### src/rtl/mem_responder.sv
// Responder end of the core memory request interface: serves byte/wyde/tetra/octa
// requests from a 32-bit big-endian synchronous RAM. Octa accesses take two beats.
module mem_responder #(
  parameter int ADDR_W     = 14,
  parameter int RD_LATENCY = 1
) (
  input  logic              clk,
  input  logic              reset,
  input  logic [63:0]       mem_address,
  input  logic [1:0]        mem_datasize,
  input  logic              mem_read,
  input  logic              mem_write,
  input  logic [63:0]       mem_writedata,
  output logic [63:0]       mem_readdata,
  output logic              mem_done,
  output logic              mem_error,
  output logic              ram_en,
  output logic              ram_we,
  output logic [ADDR_W-1:0] ram_addr,
  output logic [3:0]        ram_be,
  output logic [31:0]       ram_wdata,
  input  logic [31:0]       ram_rdata
);

  typedef enum logic [2:0] {IDLE, BEAT1, WAIT1, BEAT2, WAIT2, DONE} state_t;

  localparam logic [1:0] WAIT_INIT = 2'(RD_LATENCY - 1);

  state_t            state;
  logic [ADDR_W-2:0] req_octa_word;
  logic [1:0]        req_lane;
  logic [1:0]        req_size;
  logic              req_write;
  logic [31:0]       req_wdata_lo;
  logic [1:0]        wait_cnt;
  logic [31:0]       rd_hi;

  logic [ADDR_W+1:0] in_addr;
  logic              in_range;
  logic [1:0]        in_lane;
  logic [3:0]        in_be;
  logic [31:0]       in_wdata;
  logic [ADDR_W-1:0] in_word;
  logic [31:0]       lane;

  // First-beat RAM controls are decoded from the live request so they can be registered on entry to BEAT1.
  always_comb begin
    in_addr  = mem_address[ADDR_W+1:0];
    in_range = ~|mem_address[63:ADDR_W+2];
    in_lane  = 2'b00;
    in_be    = 4'b1111;
    in_wdata = mem_writedata[31:0];
    in_word  = in_addr[ADDR_W+1:2];
    case (mem_datasize)
      2'd0: begin
        in_lane  = in_addr[1:0];
        in_be    = 4'b1000 >> in_addr[1:0];
        in_wdata = {4{mem_writedata[7:0]}};
      end
      2'd1: begin
        in_lane  = {in_addr[1], 1'b0};
        in_be    = in_addr[1] ? 4'b0011 : 4'b1100;
        in_wdata = {2{mem_writedata[15:0]}};
      end
      2'd2: ;
      default: begin
        in_wdata = mem_writedata[63:32];
        in_word  = {in_addr[ADDR_W+1:3], 1'b0};
      end
    endcase
  end

  always_comb begin
    lane = ram_rdata;
    case (req_size)
      2'd0: begin
        case (req_lane)
          2'd0:    lane = {24'h0, ram_rdata[31:24]};
          2'd1:    lane = {24'h0, ram_rdata[23:16]};
          2'd2:    lane = {24'h0, ram_rdata[15:8]};
          default: lane = {24'h0, ram_rdata[7:0]};
        endcase
      end
      2'd1:    lane = req_lane[1] ? {16'h0, ram_rdata[15:0]} : {16'h0, ram_rdata[31:16]};
      default: lane = ram_rdata;
    endcase
  end

  always_ff @(posedge clk) begin
    if (reset) begin
      state         <= IDLE;
      mem_done      <= 1'b0;
      mem_error     <= 1'b0;
      mem_readdata  <= '0;
      ram_en        <= 1'b0;
      ram_we        <= 1'b0;
      ram_addr      <= '0;
      ram_be        <= '0;
      ram_wdata     <= '0;
      req_octa_word <= '0;
      req_lane      <= '0;
      req_size      <= '0;
      req_write     <= 1'b0;
      req_wdata_lo  <= '0;
      wait_cnt      <= '0;
      rd_hi         <= '0;
    end else begin
      case (state)
        IDLE: begin
          if (mem_write || mem_read) begin
            req_octa_word <= in_addr[ADDR_W+1:3];
            req_lane      <= in_lane;
            req_size      <= mem_datasize;
            req_write     <= mem_write;
            req_wdata_lo  <= mem_writedata[31:0];
            if (!in_range) begin
              mem_done     <= 1'b1;
              mem_error    <= 1'b1;
              mem_readdata <= '0;
              state        <= DONE;
            end else begin
              ram_en    <= 1'b1;
              ram_we    <= mem_write;
              ram_addr  <= in_word;
              ram_be    <= in_be;
              ram_wdata <= in_wdata;
              state     <= BEAT1;
            end
          end
        end
        BEAT1: begin
          if (req_write && req_size == 2'd3) begin
            ram_addr  <= {req_octa_word, 1'b1};
            ram_wdata <= req_wdata_lo;
            state     <= BEAT2;
          end else if (req_write) begin
            ram_en   <= 1'b0;
            ram_we   <= 1'b0;
            mem_done <= 1'b1;
            state    <= DONE;
          end else begin
            ram_en   <= 1'b0;
            wait_cnt <= WAIT_INIT;
            state    <= WAIT1;
          end
        end
        WAIT1: begin
          if (wait_cnt != 2'd0) begin
            wait_cnt <= wait_cnt - 2'd1;
          end else if (req_size == 2'd3) begin
            rd_hi    <= ram_rdata;
            ram_en   <= 1'b1;
            ram_addr <= {req_octa_word, 1'b1};
            state    <= BEAT2;
          end else begin
            mem_readdata <= {32'h0, lane};
            mem_done     <= 1'b1;
            state        <= DONE;
          end
        end
        BEAT2: begin
          ram_en <= 1'b0;
          ram_we <= 1'b0;
          if (req_write) begin
            mem_done <= 1'b1;
            state    <= DONE;
          end else begin
            wait_cnt <= WAIT_INIT;
            state    <= WAIT2;
          end
        end
        WAIT2: begin
          if (wait_cnt != 2'd0) begin
            wait_cnt <= wait_cnt - 2'd1;
          end else begin
            mem_readdata <= {rd_hi, ram_rdata};
            mem_done     <= 1'b1;
            state        <= DONE;
          end
        end
        DONE: begin
          mem_done  <= 1'b0;
          mem_error <= 1'b0;
          state     <= IDLE;
        end
        default: state <= IDLE;
      endcase
    end
  end

endmodule
### config.mk
export PLATFORM = sky130hd
export DESIGN_NAME = mem_responder
export DESIGN_NICKNAME = d
export VERILOG_FILES = /design/src/rtl/mem_responder.sv
export SDC_FILE = /design/constraint.sdc
export NUM_CORES = 1
export LEC_CHECK = 0
export CORE_MARGIN = 4
export CORE_UTILIZATION = 51
export CTS_CLUSTER_SIZE = 10
export DETAILED_ROUTE_END_ITERATION = 10
export PLACE_DENSITY = 0.86
export SLEW_MARGIN = 20
export SYNTH_ARGS = -nofsm -noshare
export SYNTH_HDL_FRONTEND = slang
export SYNTH_SLANG_ARGS = --single-unit
### constraint.sdc
create_clock -name clk -period 4.5 [get_ports clk]
set_input_delay 0.675 -clock clk [delete_from_list [all_inputs] [get_ports clk]]
set_output_delay 0.675 -clock clk [all_outputs]
set_load 0.01 [all_outputs]
==> Flow_metrics.wiki <==
{| class="wikitable"
! Metric !! Value
|-
| Most common library cell in the layout ignoring fill and taps || sky130_fd_sc_hd__clkdlybuf4s50_1
|-
| Reg-to-reg critical path endpoint || ram_wdata[16]
|-
| Power after layout || 5.93 mW
|-
| Total count of hold-check failures in the final report || 0
|-
| Total wire length after detailed routing || 30,700 um
|-
| Clock period minus final worst setup slack || 3210 ps
|-
| Violation count after the first detailed-route iteration || 787
|-
| Final worst slack || 1290 ps
|-
| Arrival time reported for the critical path endpoint || 3560 ps
|-
| Fraction of the mapped netlist area in compound gates || 0.212
|-
| Clock power frac || 0.283
|-
| TritonCTS buffer count || 24
|-
| Status || finished, final reports clean
|-
| Setup violation total in the final timing report || 0
|-
| Global-route congestion overflow total || 0
|-
| Net switching power || 2.05 mW
|-
| Clock root buffer || sky130_fd_sc_hd__clkbuf_16
|-
| Max Clock Freq || 312 MHz
|-
| Pin count of the biggest net entering global routing || 104
|-
| Setup skew after layout || 7.83 ps
|-
| Cell area after synthesis || 9540 um^2
|-
| Total count of max-transition violations in the final report || 0
|-
| # nets final || 1,531
|-
| Synth warn || 0
|-
| Commonest cells after routing, fill and taps aside || sky130_fd_sc_hd__clkdlybuf4s50_1, sky130_fd_sc_hd__nand2_1, sky130_fd_sc_hd__dfxtp_1, sky130_fd_sc_hd__a21oi_1, sky130_fd_sc_hd__mux2i_1
|-
| Number of cells in the finished layout apart from fillers || 1,597
|-
| Dominant combinational cell family by area after synthesis || compound AO/OA/AOI/OAI gates
|-
| Unrepaired setup endpoints after global routing || no
|-
| Headroom to the max-slew limit || 0.267
|-
| Die width || 145 um
|-
| Number of setup buffers added after CTS || 0
|-
| Placed cell area || 12,300 um^2
|-
| Total via count in the routed design || 9,570
|-
| Sum of net half-perimeters after detailed placement || 21,100 um
|-
| Hold Slack || 447 ps
|-
| Average via count per standard cell || 5.99
|-
| Fraction of power consumed by sequential logic || 0.377
|-
| Count of flip-flops with a built-in enable after synthesis || 0
|-
| Initial core utilization || 0.524
|-
| Cells after Synth || 1,143
|-
| Layout-stage area growth over the synthesis result || 35.7%
|-
| Dominant synthesized flop cell || sky130_fd_sc_hd__dfxtp_1
|-
| I/O pins || 284
|-
| Clock tree from TritonCTS || built
|-
| Kind of capture point of the worst setup path || register
|-
| Floorplan row count || 49
|-
| Detailed-routing iteration count for the pre-antenna-repair pass || 5
|-
| Core Footprint || 18,200 um^2
|-
| Worst skew pair latency || 500 ps
|-
| Worst hold endpoint || mem_readdata[20]
|-
| Area enclosed by the die boundary || 21,000 um^2
|-
| Share of post-route cells with drive strength above 1 || 0.0819
|-
| Hold Path Cell Cnt || 2
|-
| Net count of the mapped netlist || 1,310
|-
| Die height || 145 um
|-
| Leak pwr || 4.62 nW
|-
| Pre-CTS setup slack || 1210 ps
|-
| Worst slew pin tran || 1100 ps
|-
| Global-route wire length before repair || 47,400 um
|-
| Placed Instances || 1,567
|-
| Reg2reg path depth || 5
|-
| Proportion of total power due to net switching || 0.346
|-
| Synth Area in Adders || 0.00131
|-
| Mean routed wirelength per cell || 19.3 um
|-
| Synthesized area per cell || 8.35 um^2
|-
| H-tree depth || 1
|-
| Worst Hold Class || reg -> reg
|-
| Design Area, Final || 13,000 um^2
|-
| GPL Wtd Cong || 0.942
|-
| Number of gates resized after CTS || 0
|-
| Kind of start point of the critical path || register
|-
| HP Start || mem_readdata[20]
|-
| Hold bufs inserted after CTS || 0
|-
| Internal portion of total power || 3.88 mW
|-
| Share of synthesized area occupied by flip-flops and latches || 0.430
|-
| MaxCap Viol Count || 0
|-
| Post-layout util || 0.711
|-
| Routed Antenna Nets || 0
|-
| Clock Sink Count || 205
|-
| Count of different cell masters after synthesis || 54
|-
| Mux cell area share after synthesis || 0.100
|-
| Register-to-register setup slack || 1290 ps
|-
| Area share of xor/xnor cells in the synthesized design || 0
|-
| Fraction of the cycle the final worst path needs || 0.713
|-
| DR DRC count || 0
|-
| Required time reported for the critical path endpoint || 4850 ps
|-
| Initial antenna violation count || 1
|-
| Synth Area in Simple Gates || 0.200
|-
| Via count of the first global-routing pass || 9,395
|-
| Power density relative to cell area || 458 nW/um^2
|-
| Critical setup path kind || reg -> reg
|-
| Clock Pin Slew Worst Setup and Hold Paths || 60 ps
|-
| Number of buffers on the longest clock path || 3
|-
| IO Port Bufs || 283
|-
| Post-route setup TNS || 0 ps
|-
| Synthesis-stage register bit count || 205
|-
| Share of power burned in combinational logic || 0.340
|-
| Post-synth ARST share || 0
|-
| Global-route usage over all layers || 0.280
|-
| Startpoint of the worst-slack reg-to-reg timing path || state[0]
|-
| CP Max Fanout || 36
|-
| Peak supply drop || 0.000292 V
|}
cell usage after synthesis, types with 2 or more instances:
| cell | count | area, um^2 |
|---|---|---|
| sky130_fd_sc_hd__mux2_2 | 6 | 67.6 |
| sky130_fd_sc_hd__o21ai_0 | 5 | 25.0 |
| sky130_fd_sc_hd__dfxtp_1 | 205 | 4100 |
| sky130_fd_sc_hd__inv_1 | 7 | 26.3 |
| sky130_fd_sc_hd__nand2b_1 | 3 | 18.8 |
| sky130_fd_sc_hd__buf_4 | 4 | 30.0 |
| sky130_fd_sc_hd__nand3_1 | 3 | 15.0 |
| sky130_fd_sc_hd__nand3b_1 | 2 | 15.0 |
| sky130_fd_sc_hd__o22a_1 | 2 | 17.5 |
| sky130_fd_sc_hd__buf_6 | 3 | 33.8 |
| sky130_fd_sc_hd__and4_1 | 6 | 52.6 |
| sky130_fd_sc_hd__clkbuf_1 | 66 | 248 |
| sky130_fd_sc_hd__nor2_1 | 48 | 180 |
| sky130_fd_sc_hd__o21ai_2 | 8 | 70.1 |
| sky130_fd_sc_hd__buf_2 | 25 | 125 |
| sky130_fd_sc_hd__nor2b_1 | 13 | 81.3 |
| sky130_fd_sc_hd__nand4_1 | 18 | 113 |
| sky130_fd_sc_hd__a32oi_1 | 7 | 61.3 |
| sky130_fd_sc_hd__and3_1 | 2 | 12.5 |
| sky130_fd_sc_hd__nor3b_2 | 2 | 25.0 |
| sky130_fd_sc_hd__o21ai_1 | 27 | 135 |
| sky130_fd_sc_hd__o21ba_2 | 2 | 20.0 |
| sky130_fd_sc_hd__a31oi_1 | 2 | 12.5 |
| sky130_fd_sc_hd__or2_2 | 3 | 18.8 |
| sky130_fd_sc_hd__buf_1 | 2 | 7.51 |
| sky130_fd_sc_hd__a21oi_1 | 144 | 721 |
| sky130_fd_sc_hd__or3b_1 | 2 | 17.5 |
| sky130_fd_sc_hd__nand2_1 | 256 | 961 |
| sky130_fd_sc_hd__a211oi_1 | 56 | 420 |
| sky130_fd_sc_hd__nor3_1 | 48 | 240 |
| sky130_fd_sc_hd__buf_12 | 3 | 60.1 |
| sky130_fd_sc_hd__nor4_1 | 13 | 81.3 |
| sky130_fd_sc_hd__a211oi_2 | 32 | 400 |
| sky130_fd_sc_hd__a22oi_1 | 10 | 75.1 |
| sky130_fd_sc_hd__mux2i_1 | 89 | 891 |
layout make-up:
type                    instances  area (um^2)
diodes                          1         2.50
clock buffers                  29          651
fillers                      1376         5250
inverters                       9         33.8
multi-input cells             826         4940
flip-flops and latches        205         4100
well taps                     229          287
repair buffers                298         2940
routing by layer:
layer / global-route usage / routed length [um] / vias to the layer above
met5: 0 / 0 / -
met4: 0.122 / 1420 / 0
met3: 0.0526 / 2630 / 98
met2: 0.475 / 14600 / 528
met1: 0.346 / 12100 / 4474
li1: - / - / 4470
worst max-delay path by stage:
stage | end | from | depth (start not counted) | slack [ps]
2_1_floorplan | mem_readdata[14] | mem_address[18] | 7 | 2390
3_3_place_gp | ram_wdata[12] | mem_address[33] | 6 | 1290
3_5_place_dp | ram_addr[0] | mem_address[33] | 7 | 1210
4_1_cts | ram_wdata[16] | state[0] | 5 | 1340
5_1_grt | ram_wdata[16] | state[0] | 5 | 1120
6_report | ram_wdata[16] | state[0] | 5 | 1290
power by group through the flow:
| stage | sequential (mW) | clock, mW | combinational (mW) |
|---|---|---|---|
| final | 2.23 | 1.68 | 2.02 |
| after global routing | 2.26 | 1.77 | 2.17 |
| after detailed placement | 2.26 | 0 | 1.98 |
| after CTS | 2.23 | 1.69 | 1.99 |
| after floorplan | 2.22 | 0 | 1.33 |
| after global placement | 2.25 | 0 | 1.94 |
cells by family after synthesis:
kind of cell / after synthesis
simple gates: 427
mux: 95
fa+ha+maj: 1
buf+inv: 112
flops: 205
compound gates: 303
critical path: stages, from the launching register on:
cell                       delay, ps
sky130_fd_sc_hd__dfxtp_1         730
sky130_fd_sc_hd__or3b_1          870
sky130_fd_sc_hd__nor3_4          300
sky130_fd_sc_hd__buf_4           410
sky130_fd_sc_hd__or2b_4          570
sky130_fd_sc_hd__a211oi_2        150
flip-flops by register name (all words and copies together) (netlist names):
| signal | cells |
|---|---|
| state | 3 |
| mem_error | 1 |
| wait_cnt | 2 |
| ram_addr | 14 |
| req_octa_word | 13 |
| req_write | 1 |
| req_lane | 2 |
| rd_hi | 32 |
| ram_be | 4 |
| ram_wdata | 32 |
| mem_readdata | 64 |
| ram_we | 1 |
| req_wdata_lo | 32 |
| req_size | 2 |
| ram_en | 1 |
| mem_done | 1 |
Power figures use the tool's default switching activity.
